## src/rtl/fu_cdb_sender.sv

```systemverilog
// Per-FU completion buffer: queues finished results and requests the CDB, driving the head entry when granted.
// Optional feature: define CDB_SENDER_FLUSH_EN to add the flush port that squashes every buffered entry.

package fu_cdb_pkg;
    parameter int TAG_W  = 6;
    parameter int DATA_W = 32;

    typedef struct packed {
        logic              valid;
        logic [TAG_W-1:0]  tag;
        logic [DATA_W-1:0] data;
    } cdb_entry_t;
endpackage

module fu_cdb_sender
    import fu_cdb_pkg::*;
#(
    parameter int  DEPTH = 4,
    localparam int CNT_W = $clog2(DEPTH + 1)
) (
    input  logic             clock,
    input  logic             reset,
    input  logic             in_valid,
    input  cdb_entry_t       in_entry,
    output logic             in_ready,
    output logic             cdb_req,
    input  logic             cdb_gnt,
    output cdb_entry_t       fu_output,
`ifdef CDB_SENDER_FLUSH_EN
    input  logic             flush,
`endif
    output logic [CNT_W-1:0] count
);

    localparam int PTR_W = $clog2(DEPTH);

    logic [PTR_W-1:0] head_q, head_d;
    logic [PTR_W-1:0] tail_q, tail_d;
    logic [CNT_W-1:0] count_q, count_d;
    logic             req_q, req_d;
    cdb_entry_t       mem_q [DEPTH];

    logic       doPush;
    logic       doPop;
    logic       flushHit;
    cdb_entry_t wrEntry;

`ifdef CDB_SENDER_FLUSH_EN
    assign flushHit = flush;
`else
    assign flushHit = 1'b0;
`endif

    // Readiness comes only from registered occupancy, so a same-cycle pop never frees a slot early.
    assign in_ready = (count_q != CNT_W'(DEPTH));
    assign cdb_req  = req_q;
    assign count    = count_q;

    always_comb begin
        doPop   = cdb_gnt && (count_q != '0) && !flushHit;
        doPush  = in_valid && in_ready && !flushHit;
        wrEntry = in_entry;
        wrEntry.valid = 1'b1;
        head_d  = head_q;
        tail_d  = tail_q;
        count_d = count_q;
        req_d   = 1'b0;
        if (flushHit) begin
            head_d  = '0;
            tail_d  = '0;
            count_d = '0;
        end else begin
            if (doPush) begin
                tail_d = tail_q + PTR_W'(1);
            end
            if (doPop) begin
                head_d = head_q + PTR_W'(1);
            end
            count_d = count_q + CNT_W'(doPush) - CNT_W'(doPop);
            // The entry being broadcast now must not be requested again; enqueues wait a cycle.
            req_d   = doPop ? (count_q > CNT_W'(1)) : (count_q != '0);
        end
        fu_output = doPop ? mem_q[head_q] : '0;
    end

    always_ff @(posedge clock or posedge reset) begin
        if (reset) begin
            head_q  <= '0;
            tail_q  <= '0;
            count_q <= '0;
            req_q   <= 1'b0;
        end else begin
            head_q  <= head_d;
            tail_q  <= tail_d;
            count_q <= count_d;
            req_q   <= req_d;
        end
    end

    always_ff @(posedge clock) begin
        if (doPush) begin
            mem_q[tail_q] <= wrEntry;
        end
    end

endmodule

```

## config.mk

```make
export PLATFORM = sky130hd
export DESIGN_NAME = fu_cdb_sender
export DESIGN_NICKNAME = d
export VERILOG_FILES = /design/src/rtl/fu_cdb_sender.sv
export SDC_FILE = /design/constraint.sdc
export NUM_CORES = 1
export LEC_CHECK = 0
export CORE_ASPECT_RATIO = 0.8
export CORE_MARGIN = 2
export CORE_UTILIZATION = 54
export DETAILED_ROUTE_END_ITERATION = 8
export GPL_ROUTABILITY_DRIVEN = 0
export PLACE_DENSITY = 0.79
export SKIP_LAST_GASP = 1
export SLEW_MARGIN = 10
export SYNTH_ARGS = -nofsm -noshare
export SYNTH_HDL_FRONTEND = slang
export SYNTH_SLANG_ARGS = --single-unit
```

## constraint.sdc

```tcl
create_clock -name clock -period 2.39 [get_ports clock]
set_input_delay 0.717 -clock clock [delete_from_list [all_inputs] [get_ports clock]]
set_output_delay 0.717 -clock clock [all_outputs]
set_load 0.05 [all_outputs]
```

==> results of run 1 <==
worst max-delay path: cells and delay by family (launching register included):
family	cells	cell delay [ns]
simple gates	1	0.17
mux	1	0.53
flops	1	0.37
buf+inv	3	0.46
per-stage QoR:
step | util, % | std cells
2_1_floorplan | - | 282
3_3_place_gp | 69.6 | 521
3_5_place_dp | 69.6 | 521
4_1_cts | 75.1 | 555
5_1_grt | 75.8 | 560
6_report | 75.8 | 560
cell families (layout without fill, tap and decap cells):
group                      count (synthesis)  in the layout
AOI/OAI and AO/OA                          2              2
xor gates and xnor gates                   4              4
adders and majority gates                  8              8
buffers and inverters                     22            152
DFF                                      160            160
muxes                                     39             39
and+or+nand+nor                           47             47
sequential cells by signal, summed over array words and instances (netlist names):
signal   count
head_q       2
cdb_req      1
tail_q       2
count        3
mem_q      152
path summary, 6_finish.rpt:
check                           endpoint  slack, ns  cells after the start
max                        fu_output[29]      -0.27                      5
max reg2reg                     count[2]       0.22                      9
min reg2reg                    tail_q[1]       0.61                      1
min                              cdb_req       0.56                      2
max in group asynchronous      head_q[0]       1.55                      2
min in group clock             tail_q[1]       0.61                      1
cells in the final DEF, fill, tap and decap left out:
cell,count
clkdlybuf4s50_1,41
edfxtp_1,152
dlymetal6s2s_1,1
dfrtp_2,4
nand2_1,2
mux2_4,1
o31a_4,1
buf_8,1
xor2_1,1
o32a_2,1
clkbuf_16,20
or3b_4,1
clkinv_4,1
and2_4,38
clkinvlp_4,3
bufinv_16,3
clkinv_1,1
xnor2_1,3
ha_1,7
fa_1,1
buf_12,56
clkbuf_1,1
nor2b_1,1
clkinv_2,4
and3_2,4
dfrtp_1,4
mux4_2,38
and2_1,1
dlygate4sd2_1,3
buf_4,8
buf_6,1
inv_1,8
layer usage:
| layer | share of wire (%) | global-route usage (%) | vias to the layer above |
|---|---|---|---|
| met2 | 51 | 32.0 | 126 |
| met1 | 42 | 26.8 | 1625 |
| met4 | 1.4 | 7.35 | 0 |
| li1 | - | - | 1370 |
| met5 | 0 | 0 | - |
| met3 | 5.8 | 5.52 | 17 |
repair_timing:
item	4_1_cts	5_1_grt
pin swaps	0	38
hold endpoints to repair	0	0
setup buffers	3	3
endpoints found under the setup margin	41	40
cloned	1	3
resized for setup	9	75
power breakdown:
group	internal [W]	leakage [nW]	switching, W	total [W]
sequential	0.00373	1.48	0.000208	0.00393
clock	0.00162	0.275	0.00100	0.00262
combinational	0.00284	1.35	0.00262	0.00546
layout make-up:
class                           count  area (um2)
Sequential cell                   160        4770
Fill cell                         631        2790
Timing Repair Buffer              114        1730
Multi-Input combinational cell    100        1440
Clock buffer                       18         429
Tap cell                          148         185
Clock inverter                     12         145
Inverter                            8        30.0
==> metrics.txt, run 1 <==
setup_tns=-8.57 ns; simple-gate share of the synthesized area=4.75%; Least-Margin Pin Slew=around 0.51 ns; I/O pins=87; Cell Chain, Critical Path=buf_12 -> clkbuf_16 -> mux4_2 -> and2_4 -> buf_12; Clock Skew=between 0.006 and 0.007 ns; mux cell area share after synthesis=~16%; most frequent CP cell=buf_12; power density over cell area=between 1000 and 1500 nW/um2; Worst-path clk slew=approximately 0.06 ns; Post-Synthesis Cells=282; layout cells sized above 1=44.9%; # diodes=0; Synth cell types=22; DRC Markers=0; row cnt=35; total power=around 0.012 W; clk_lat worst skew=roughly 0.42 ns; Clock Sinks=160; status=finished with violations; via count=around 3100; Slew HR=approximately 66%; Initial DRC Count=~220; Synthesized Nets=between 300 and 400; overall routing resource usage=20.0%; die area=between 10000 and 15000 um2; synth top area cells=edfxtp_1 72%, mux4_1 14%, and2_1 3.7%; final hold slack=~0.56 ns; Initial Utilization=about 55%; RR Startpoint=count[1]; Ys Warns=0; worst-path maximum fanout=7; netlist area before placement=roughly 6400 um2; Final Hold Viols=0; Seq cells post-synth=160; VDD IR max=0.000844 V; chip width=125 um; Die H=101 um; crit path kind=flip-flop to primary output; Max-Cap Viols=0; htree depth=4; Setup WS post-layout=-0.271 ns; Arr. time, crit path=between 1.5 and 2 ns; sequential area share after synthesis=between 70 and 80%; Critical Path Max Stage Delay=roughly 0.53 ns; Critical Path End Type=primary output; WP data required=between 1.5 and 2 ns; Syn Area/Cell=about 23 um2; DR WL/cell=approximately 22 um; layout overhead on the synthesized area=37.3%; WL final=approximately 12 mm; EDFF count, synth=approximately 150; initial antenna violation count=0; Congestion Overflow GR=0; Leak=about 3.1 nW; Slew Viols, Final=0; failing checks=negative setup slack; placed instance area=8010 um2; Slowest-stage cell, CP=mux4_2; Root Driver=clkbuf_16; DP HPWL=about 7.2 mm; Via density=approximately 5.6; XOR/XNOR Fraction of Synth Area=less than 1%; first-pass GRT wire length=18.2 mm; input/output buffers=85; Core Box Area=about 12000 um2; min Tclk post-route=approximately 2.7 ns; worst-case clock buffer depth=2; DR pass1 iterations=4; number of global-route vias before repair=between 3000 and 4000; TritonCTS buffer count=17; top cell type's share of synthesized area=between 70% and 80%; final design area excluding fillers=about 8700 um2; pre-CTS WS=-0.341 ns; crit start category=flip-flop; main combinational cell family by area after synthesis=multiplexers; RSZ-0062 raised after global routing=yes; synth cell count leaders=152 x edfxtp_1, 38 x and2_1, 34 x mux4_1; complex-gate fraction of the synthesized area=0.335%; final setup fails=38; fmax=376 MHz; CTS tree=yes; layout net count=approximately 450; CP startpoint=head_q[0]; async set-reset flop share out of synthesis=under 10%; most common flop cell mapped by yosys=edfxtp_1; largest net degree at the start of global routing=21; hold-fix buffers at CTS=0; ANT nets after route=0; Min-Delay Path Class=input port to async pin; post-route clock period utilization=111%; largest area contributor in the netlist=edfxtp_1; adder-cell share of the synthesized area=1.69%; most frequent cell after synthesis=edfxtp_1
(Power assumes the default switching activity.)
==> run 2: changes to the inputs <==
- CELL_PAD_IN_SITES_DETAIL_PLACEMENT: not set -> 1
- CELL_PAD_IN_SITES_GLOBAL_PLACEMENT: not set -> 2
- CORE_UTILIZATION: 54 -> 42
- GPL_TIMING_DRIVEN: not set -> 0
- PLACE_DENSITY: 0.79 -> not set
- PLACE_DENSITY_LB_ADDON: not set -> 0.1
==> run 2 against run 1 <==
  * The flow still finishes with violations (negative setup slack)
  * Maximum frequency fell by 0.17%
  * Worst setup slack got worse by 0.0046 ns
  * Register-to-register slack better by 0.06 ns
==> metrics.txt, run 2 (same netlist as run 1, synthesis figures left out) <==
TritonCTS buffer count=17; Cells after DPL=556; input/output buffers=between 80 and 90; Root Driver=clkbuf_16; crit start category=flip-flop; clk_lat worst skew=about 0.43 ns; Clock Sinks=160; Clock Skew=approximately 0.0081 ns; Slew Viols, Final=0; RSZ-0062 raised after global routing=yes; DR pass1 iterations=4; I/O pins=87; chip width=between 100 and 150 um; NetSw=about 0.0038 W; cell internal pwr=0.00819 W; Leak=between 3 and 4 nW; Final Hold Viols=0; most frequent cells in the layout=152 x edfxtp_1, 42 x clkdlybuf4s50_1, 38 x mux4_2, 34 x and2_4, 34 x buf_8; Die H=roughly 110 um; layout net count=about 450; crit path kind=flip-flop to primary output; # diodes=0; ANT nets after route=0; Via density=between 5 and 6; final setup fails=38; Max-Cap Viols=0; DP HPWL=~7.0 mm; failing checks=negative setup slack; Min-Delay Path Class=input port to async pin; min Tclk post-route=2.67 ns; hold-fix buffers at CTS=0; combinational share of power=about 41%; htree depth=4; fillers=around 1300; Congestion Overflow GR=0; DRC Markers=0; via count=approximately 3000; number of global-route vias before repair=roughly 3200; RR Startpoint=count[0]; WP data required=around 1.7 ns; switch share=approximately a third; Slew HR=between 30 and 40%; status=finished with violations; Seq pwr share=32.6%; VDD IR max=0.000834 V; fmax=~380 MHz; worst-path maximum fanout=8; Initial Utilization=between 40% and 50%; die area=about 16000 um2; largest net degree at the start of global routing=39; overall routing resource usage=between 10% and 20%; worst-case clock buffer depth=2; layout overhead on the synthesized area=34.3%; Least-Margin Pin Slew=between 1 and 1.5 ns; CP startpoint=head_q[0]; CTS tree=yes; Arr. time, crit path=1.95 ns; DR WL/cell=between 20 and 25 um; Most flops, register=mem_q; row cnt=40; Initial DRC Count=202; power density over cell area=1410 nW/um2; Finished Core Util=57.2%; first-pass GRT wire length=~18 mm; commonest non-fill, non-tap cell in the layout=edfxtp_1; Setup WS post-layout=-0.276 ns; Final Instance Count excl. Fillers=about 600; Critical Path End Type=primary output; Largest register FFs=152; Worst-path clk slew=0.06 ns; clock power share=between 20% and 30%; initial antenna violation count=0; Core Box Area=~15000 um2; post-route clock period utilization=112%; WL final=approximately 13 mm; layout cells sized above 1=43.7%
==> run 2: cell types whose count changed in the layout (fill, tap and decap cells not counted), sizes merged <==
| cell | before | now |
|---|---|---|
| clkdlybuf4s50 | 41 | 42 |
| clkbuf | 21 | 27 |
| dlygate4sd2 | 3 | 2 |
| buf | 66 | 55 |
| clkinv | 6 | 5 |
| bufinv | 3 | 7 |
==> run 2: cell type report <==
type                            count  area (um2)  area share (%)
Clock buffer                       17         425            4.98
Inverter                            8        30.0           0.352
Sequential cell                   160        4770            55.8
Buffer                             14         206            2.42
Multi-Input combinational cell    100        1430            16.7
Timing Repair Buffer               96        1180            13.8
Clock inverter                     15         265            3.11
Tap cell                          189         236            2.77
==> run 2: what timing repair did <==
item	in CTS	in global routing
endpoints found under the setup margin	44	41
setup buffers	5	1
resized for setup	287	126
pin swaps	1	34
cloned	1	4
==> run 2: through the flow <==
step	setup TNS, ns	hold slack (ns)	worst slack (ns)	power [W]	area, um2
after global placement	-86.19	0.552	-1.36	0.00779	7440
after floorplan	0	0.533	0.0449	0.00660	6360
after detailed placement	-88.07	0.561	-1.31	0.00785	7440
final	-9.42	0.545	-0.276	0.0120	8540
after CTS	-11.37	0.546	-0.338	0.0112	8250
after global routing	-12.39	0.571	-0.358	0.0125	8540
==> run 2: final timing paths <==
path,slack (ns),end,depth (start not counted)
min in group clock,0.60,tail_q[1],1
max in group asynchronous,1.58,count[2],2
setup / recovery,-0.28,fu_output[22],5
hold / removal,0.54,count[1],2
hold reg to reg,0.60,tail_q[1],1
setup reg to reg,0.28,count[2],7
==> run 2: worst max-delay path: stages, from the launching register on <==
cell and delay (ns):
dfrtp_1 0.37, buf_12 0.18, clkbuf_16 0.17, mux4_2 0.50, and2_4 0.16, buf_8 0.14
==> run 2: power groups by stage <==
stage | clock, W | combinational, W | sequential [W]
2_1_floorplan | 0 | 0.00261 | 0.00399
3_3_place_gp | 0 | 0.00388 | 0.00391
3_5_place_dp | 0 | 0.00390 | 0.00395
4_1_cts | 0.00319 | 0.00416 | 0.00389
5_1_grt | 0.00329 | 0.00529 | 0.00396
6_report | 0.00313 | 0.00496 | 0.00391
==> run 2: metal layers <==
layer	vias up	part of all wire, %	track usage [%]
li1	1356	-	-
met1	1549	45	20.6
met2	82	49	25.9
met3	14	5.0	5.25
met4	0	1.3	5.60
met5	-	0	0
==> run 3: changes to the inputs <==
- CELL_PAD_IN_SITES_DETAIL_PLACEMENT: 1 -> not set
- CELL_PAD_IN_SITES_GLOBAL_PLACEMENT: 2 -> not set
- CORE_UTILIZATION: 42 -> 45
- PLACE_DENSITY: not set -> 0.68
- PLACE_DENSITY_LB_ADDON: 0.1 -> not set
==> run 3 against run 2 <==
  * The run still ends with negative setup slack left
  * Utilization is 4.2 points higher
  * Hold slack gained 0.036 ns
  * Sequential share of layout area is 0.82 points higher
  * Non-clock buffer count decreased by 1
==> metrics.txt, run 3 (same netlist as run 1, synthesis figures left out) <==
post-route clock period utilization=111%; R2R cell count=7; crit start category=flip-flop; ANT nets after route=0; die area=approximately 15000 um2; Final Hold Viols=0; final setup fails=39; pre-CTS WS=-1.25 ns; overall routing resource usage=17.2%; Cell Chain, Critical Path=buf_12 -> clkbuf_16 -> mux4_2 -> and2_4 -> buf_6; layout net count=between 400 and 500; most frequent cells in the layout=152 x edfxtp_1, 41 x clkdlybuf4s50_1, 38 x mux4_2, 36 x and2_4, 35 x buf_8; Die H=110 um; power density over cell area=1370 nW/um2; clk_lat worst skew=around 0.4 ns; VDD IR max=0.000764 V; Slew Viols, Final=0; DRC Markers=0; CTS tree=yes; largest net degree at the start of global routing=39; commonest non-fill, non-tap cell in the layout=edfxtp_1; via count=3037; total power=between 0.01 and 0.015 W; chip width=between 100 and 150 um; CP startpoint=head_q[0]; RSZ-0062 raised after global routing=yes; I/O pins=between 80 and 90; Via density=around 5.2; initial antenna violation count=1; fmax=around 380 MHz; input/output buffers=85; Crit Reg-Reg Endpoint=count[2]; Critical Path Max Stage Delay=~0.5 ns; DR pass1 iterations=4; Root Driver=clkbuf_16; min-delay src=tail_q[1]; Critical Path End Type=primary output; RR Startpoint=count[0]; Slew HR=approximately 25%; # diodes=0; TritonCTS buffer count=17; layout cells sized above 1=a little over two fifths; Initial Utilization=between 40% and 50%; Clock Skew=0.00683 ns; DR WL/cell=20.9 um; Leak=around 3.0 nW; failing checks=negative setup slack; worst-path maximum fanout=8; status=finished with violations; Initial DRC Count=~220; first-pass GRT wire length=18.5 mm; Min-Delay Path Class=flip-flop to flip-flop; htree depth=4; Max-Cap Viols=0; setup_tns=-8.56 ns; Arr. time, crit path=1.93 ns; Least-Margin Pin Slew=1.12 ns; worst-case clock buffer depth=2; row cnt=38; Most flops, register=mem_q; Clock Sinks=160; number of global-route vias before repair=3270; Congestion Overflow GR=0; WL final=around 12 mm; min Tclk post-route=2.65 ns; Setup WS post-layout=-0.259 ns; DP HPWL=6.60 mm; Slowest-stage cell, CP=mux4_2; Worst-path clk slew=roughly 0.060 ns; layout overhead on the synthesized area=32.4%; CP Capture Point=fu_output[31]; r2r setup slk=approximately 0.24 ns; Core Box Area=13700 um2; Largest register FFs=152; WP data required=around 1.7 ns; crit path kind=flip-flop to primary output; fillers=1000
[run 3: changes by cell type in the layout (fill, tap and decap cells not counted), sizes merged, moves of 2 or more]
cell | previous run | this run
bufinv | 7 | 2
clkbuf | 27 | 29
dlygate4sd2 | 2 | 4
inv | 8 | 10
[run 3: worst min path at each step]
stage                      endpoint  slack, ns  depth (start not counted)
final                     tail_q[1]       0.58                          1
after global placement    tail_q[1]       0.56                          1
after floorplan             cdb_req       0.53                          1
after detailed placement    cdb_req       0.56                          1
after global routing      tail_q[1]       0.61                          1
after CTS                   cdb_req       0.58                          1
[run 3: power breakdown]
part,internal (W),leakage (nW),total (W),switching (W)
Sequential,0.00374,1.48,0.00392,0.000180
Combinational,0.00240,1.23,0.00497,0.00257
Clock,0.00154,0.265,0.00260,0.00107
[run 3: final cells by class]
class                   instances  area (um2)  share of cell area (%)
inverters                       8        30.0                   0.357
clock buffers                  19         433                    5.15
plain buffers                  14         218                    2.59
multi-input cells             100        1430                    17.0
clock inverters                13         138                    1.64
well taps                     180         225                    2.68
repair buffers                 95        1170                    13.9
flip-flops and latches        160        4770                    56.7
[run 3: stage by stage]
step / hold WS (ns) / area (um2) / std cells / utilization, %
final: 0.580 / 8410 / 589 / 61.4
after global routing: 0.612 / 8410 / 589 / 61.4
after CTS: 0.580 / 8070 / 584 / 59.0
after detailed placement: 0.558 / 7430 / 547 / 54.3
after global placement: 0.560 / 7430 / 547 / 54.3
after floorplan: 0.533 / 6360 / 282 / -
[run 3: layer usage]
metal,GRT usage [%],vias up,wire length [um]
met5,0,-,7
met4,3.98,2,75
met3,6.77,11,796
met2,26.9,98,5730
met1,23.2,1566,5710
li1,-,1360,-
[run 3: critical path: cells and delay by family (launching register included)]
kind,cells,cell delay [ns]
flops,1,0.37
simple gates,1,0.16
mux,1,0.50
buf+inv,3,0.47
[run 3: repair_timing]
item,CTS,global route
pin swaps,1,36
gates cloned,1,4
buffers inserted,4,1
hold buffers,0,0
hold endpoints to repair,0,0
resized for setup,278,140
setup endpoints to repair,45,40
==> patch 1, RTL diff (flow settings as in run 2) <==
Build with the macro `CDB_SENDER_FLUSH_EN` defined.
--- a/src/rtl/fu_cdb_sender.sv
+++ b/src/rtl/fu_cdb_sender.sv
@@ -2,2 +2,4 @@
 // Optional feature: define CDB_SENDER_FLUSH_EN to add the flush port that squashes every buffered entry.
+
+`define CDB_SENDER_FLUSH_EN
 
Interface: changed (added flush); port bits go from 87 to 88. No check against the original RTL was run, so the function may have changed too.
==> patch 1 against run 2 <==
The run still ends with negative setup slack left; cell area is 3.5% higher; largest power group is now registers; synthesized area is 0.67% lower; wire length is 3.4% higher; die area is 0.65% lower; combinational power is 43% lower; critical path depth stayed put; setup slack worse by 0.015 ns; synthesized cell count is 6.7% higher; power is 28% lower; sequential cell count stayed put; largest cell class unchanged; clock power is 19% lower; global-route usage is 1.6 points higher; hold slack better by 0.018 ns.
==> patch 1: results (changes against run 2) <==
buffers: 127  # was 110
status: "finished, violations left"  # unchanged
grt_first_pass_wirelength_um: 20330  # was 18480 µm
place_ws_ns: -1.316  # was -1.315 ns
drive_gt1_frac: 0.4517  # was 0.4366
ff_latch_area_mm2: 0.004770  # was 0.004767 mm²
inverters: 11  # was 8
nets: 485  # was 448
failed_checks: "negative setup slack"  # unchanged
synthToLayoutAreaGrowth_pct: 40.02  # was 34.32%
p_leak_nw: 3.118  # was 3.042 nW
synth_cell_types: 29  # was 22
multiInputCombCellCount: 115  # was 100
drt_iter0_drc: 159  # was 202
combPwrFrac: 0.324  # was 0.413
fill_cells: 1249  # was 1285
post-dp-hpwl_um: 7307  # was 7013 µm
clock_area_frac: 0.06300  # was 0.08091
setup_ws_ns: -0.2904  # was -0.2755 ns
grtUsageMet1: 0.2317  # was 0.2060
finalSetupViolations: 39  # was 38
wl_met2_um: 6537  # was 6206 µm
cellPowerDensity_mw_per_mm2: 980.4  # was 1406 mW/mm²
grt_pass1_vias: 3623  # was 3204
syn_nets: 354  # was 333
met3_usage: 0.04996  # was 0.05248
synth_area_mm2: 0.006312  # was 0.006355 mm²
patch 1: worst reg2reg max path, cell delays in order, from the launching register on:
cell	delay, ns
dfrtp_2	0.42
nor3_4	0.19
or3b_4	0.28
clkbuf_16	0.20
inv_6	0.03
buf_4	0.12
ha_4	0.20
inv_2	0.06
ha_4	0.11
inv_2	0.03
fa_2	0.34
xnor2_1	0.18
nor2_1	0.06
patch 1: cell families (layout without fill, tap and decap cells):
group | count (synthesis) | after routing | share of synthesized area
adders and majority gates | 9 | 9 | 0.01903
DFF | 160 | 160 | 0.7548
buffers and inverters | 26 | 170 | 0.02081
xor gates and xnor gates | 2 | 2 | 0.002776
muxes | 39 | 39 | 0.1372
AOI/OAI and AO/OA | 7 | 7 | 0.006939
and+or+nand+nor | 58 | 58 | 0.05847
patch 1: timing repair:
action / 4_1_cts / 5_1_grt
buffers inserted: 19 / 2
resized for setup: 329 / 11
pin swaps: 3 / 0
setup endpoints to repair: 197 / 42
cloned: 7 / 1
==> patch 2, RTL diff (settings of run 2) <==
Without the edit above. Register the output `count` once more, with the module's reset; this adds one clock of latency there. The other outputs are not delayed to match.
--- a/src/rtl/fu_cdb_sender.sv
+++ b/src/rtl/fu_cdb_sender.sv
@@ -56,3 +56,9 @@
     assign cdb_req  = req_q;
-    assign count    = count_q;
+    always_ff @(posedge clock or posedge reset) begin
+        if (reset) begin
+            count <= '0;
+        end else begin
+            count <= count_q;
+        end
+    end
 
Behaviour: not the same (a bounded check fails within 4 cycles, from zero or initial values and one cycle with reset high).
==> patch 2 against run 2 <==
The run still ends with negative setup slack left; power decreased by 3.7%; sequential cell count up 3; cell area decreased by 0.31%; synthesized area is 1.2% higher; setup slack better by 0.017 ns; combinational power is 1% higher; wire length is essentially flat; sequential share of layout area up 1.1 points.
==> patch 2: results (changes against run 2) <==
nonClkBufAreaFrac: 0.1666  # was 0.1623
p_clk_frac: 0.221  # was 0.261
failed_checks: "negative setup slack"  # unchanged
syn_nets: 336  # was 333
r2r_slack_ns: 0.12  # was 0.28 ns
fin_hold_ws_ns: 0.4385  # was 0.5445 ns
tightest_slew_ns: 1.090  # was 1.048 ns
worstHoldPathType: "reg2reg"  # was in2async
drt-total-wl_um: 12630  # about the same
status: "finished, violations left"  # unchanged
setup_ws_ns: -0.2590  # was -0.2755 ns
setup_tns_ns: -8.211  # was -9.422 ns
switching_share: 0.3273  # was 0.3173
grt_use_total: 0.1554  # was 0.1601
cp.arrival_ns: 1.93  # was 1.95 ns
clock_area_frac: 0.06455  # was 0.08091
vias: 3049  # was 3001
synth-seq-area-share: 0.7527  # was 0.7498
drt_iter0_drc: 198  # was 202
place_ws_ns: -1.331  # was -1.315 ns
post-dp-hpwl_um: 6827  # was 7013 µm
nets: 451  # was 448
finalSetupViolations: 39  # was 38
ff_latch_area_mm2: 0.004842  # was 0.004767 mm²
sequentialPowerShare: 0.346  # was 0.326
grt_first_pass_wirelength_um: 18270  # was 18480 µm
fill_cells: 1305  # was 1285
drive_gt1_frac: 0.4320  # was 0.4366
clock_buffers: 19  # was 17
==> patch 2: cells by family after synthesis <==
family                     synth area share
buffers and inverters               0.01965
AOI/OAI and AO/OA                  0.003308
DFF                                  0.7527
xor gates and xnor gates           0.005450
muxes                                0.1553
adders and majority gates           0.01673
and+or+nand+nor                     0.04690
==> patch 2: worst paths after layout <==
check                                 from            end  cells past startpoint
worst max-delay path             head_q[0]  fu_output[13]                      5
worst min-delay path            count_q[2]       count[2]                      0
worst max register to register  count_q[0]     count_q[2]                      8
worst min register to register  count_q[2]       count[2]                      0
min in group asynchronous            reset        cdb_req                      2
max in group asynchronous            reset     count_q[0]                      2
==> patch 2: per-stage QoR <==
step	cell area (µm²)	instances
3_5_place_dp	7517	559
3_3_place_gp	7517	559
2_1_floorplan	6430	285
4_1_cts	8168	593
6_report	8509	601
5_1_grt	8509	601
==> patch 2: metal layers <==
| layer | GRT usage | vias up | wire (µm) |
|---|---|---|---|
| met3 | 0.04559 | 10 | 497 |
| met5 | 0 | - | 0 |
| met2 | 0.2605 | 83 | 6136 |
| met1 | 0.1975 | 1590 | 5867 |
| li1 | - | 1366 | - |
| met4 | 0.04950 | 0 | 128 |
==> patch 2: timing repair <==
| item | in CTS | in global routing |
|---|---|---|
| resized for setup | 290 | 130 |
| buffers inserted | 2 | 4 |
| gates cloned | 1 | 4 |
| setup endpoints to repair | 42 | 40 |
| pin swaps | 1 | 37 |
==> patch 2: critical path: stages, from the launching register on <==
cell and delay (ns):
dfrtp_1 0.37, buf_12 0.17, clkbuf_16 0.17, mux4_2 0.51, and2_4 0.16, buf_8 0.14
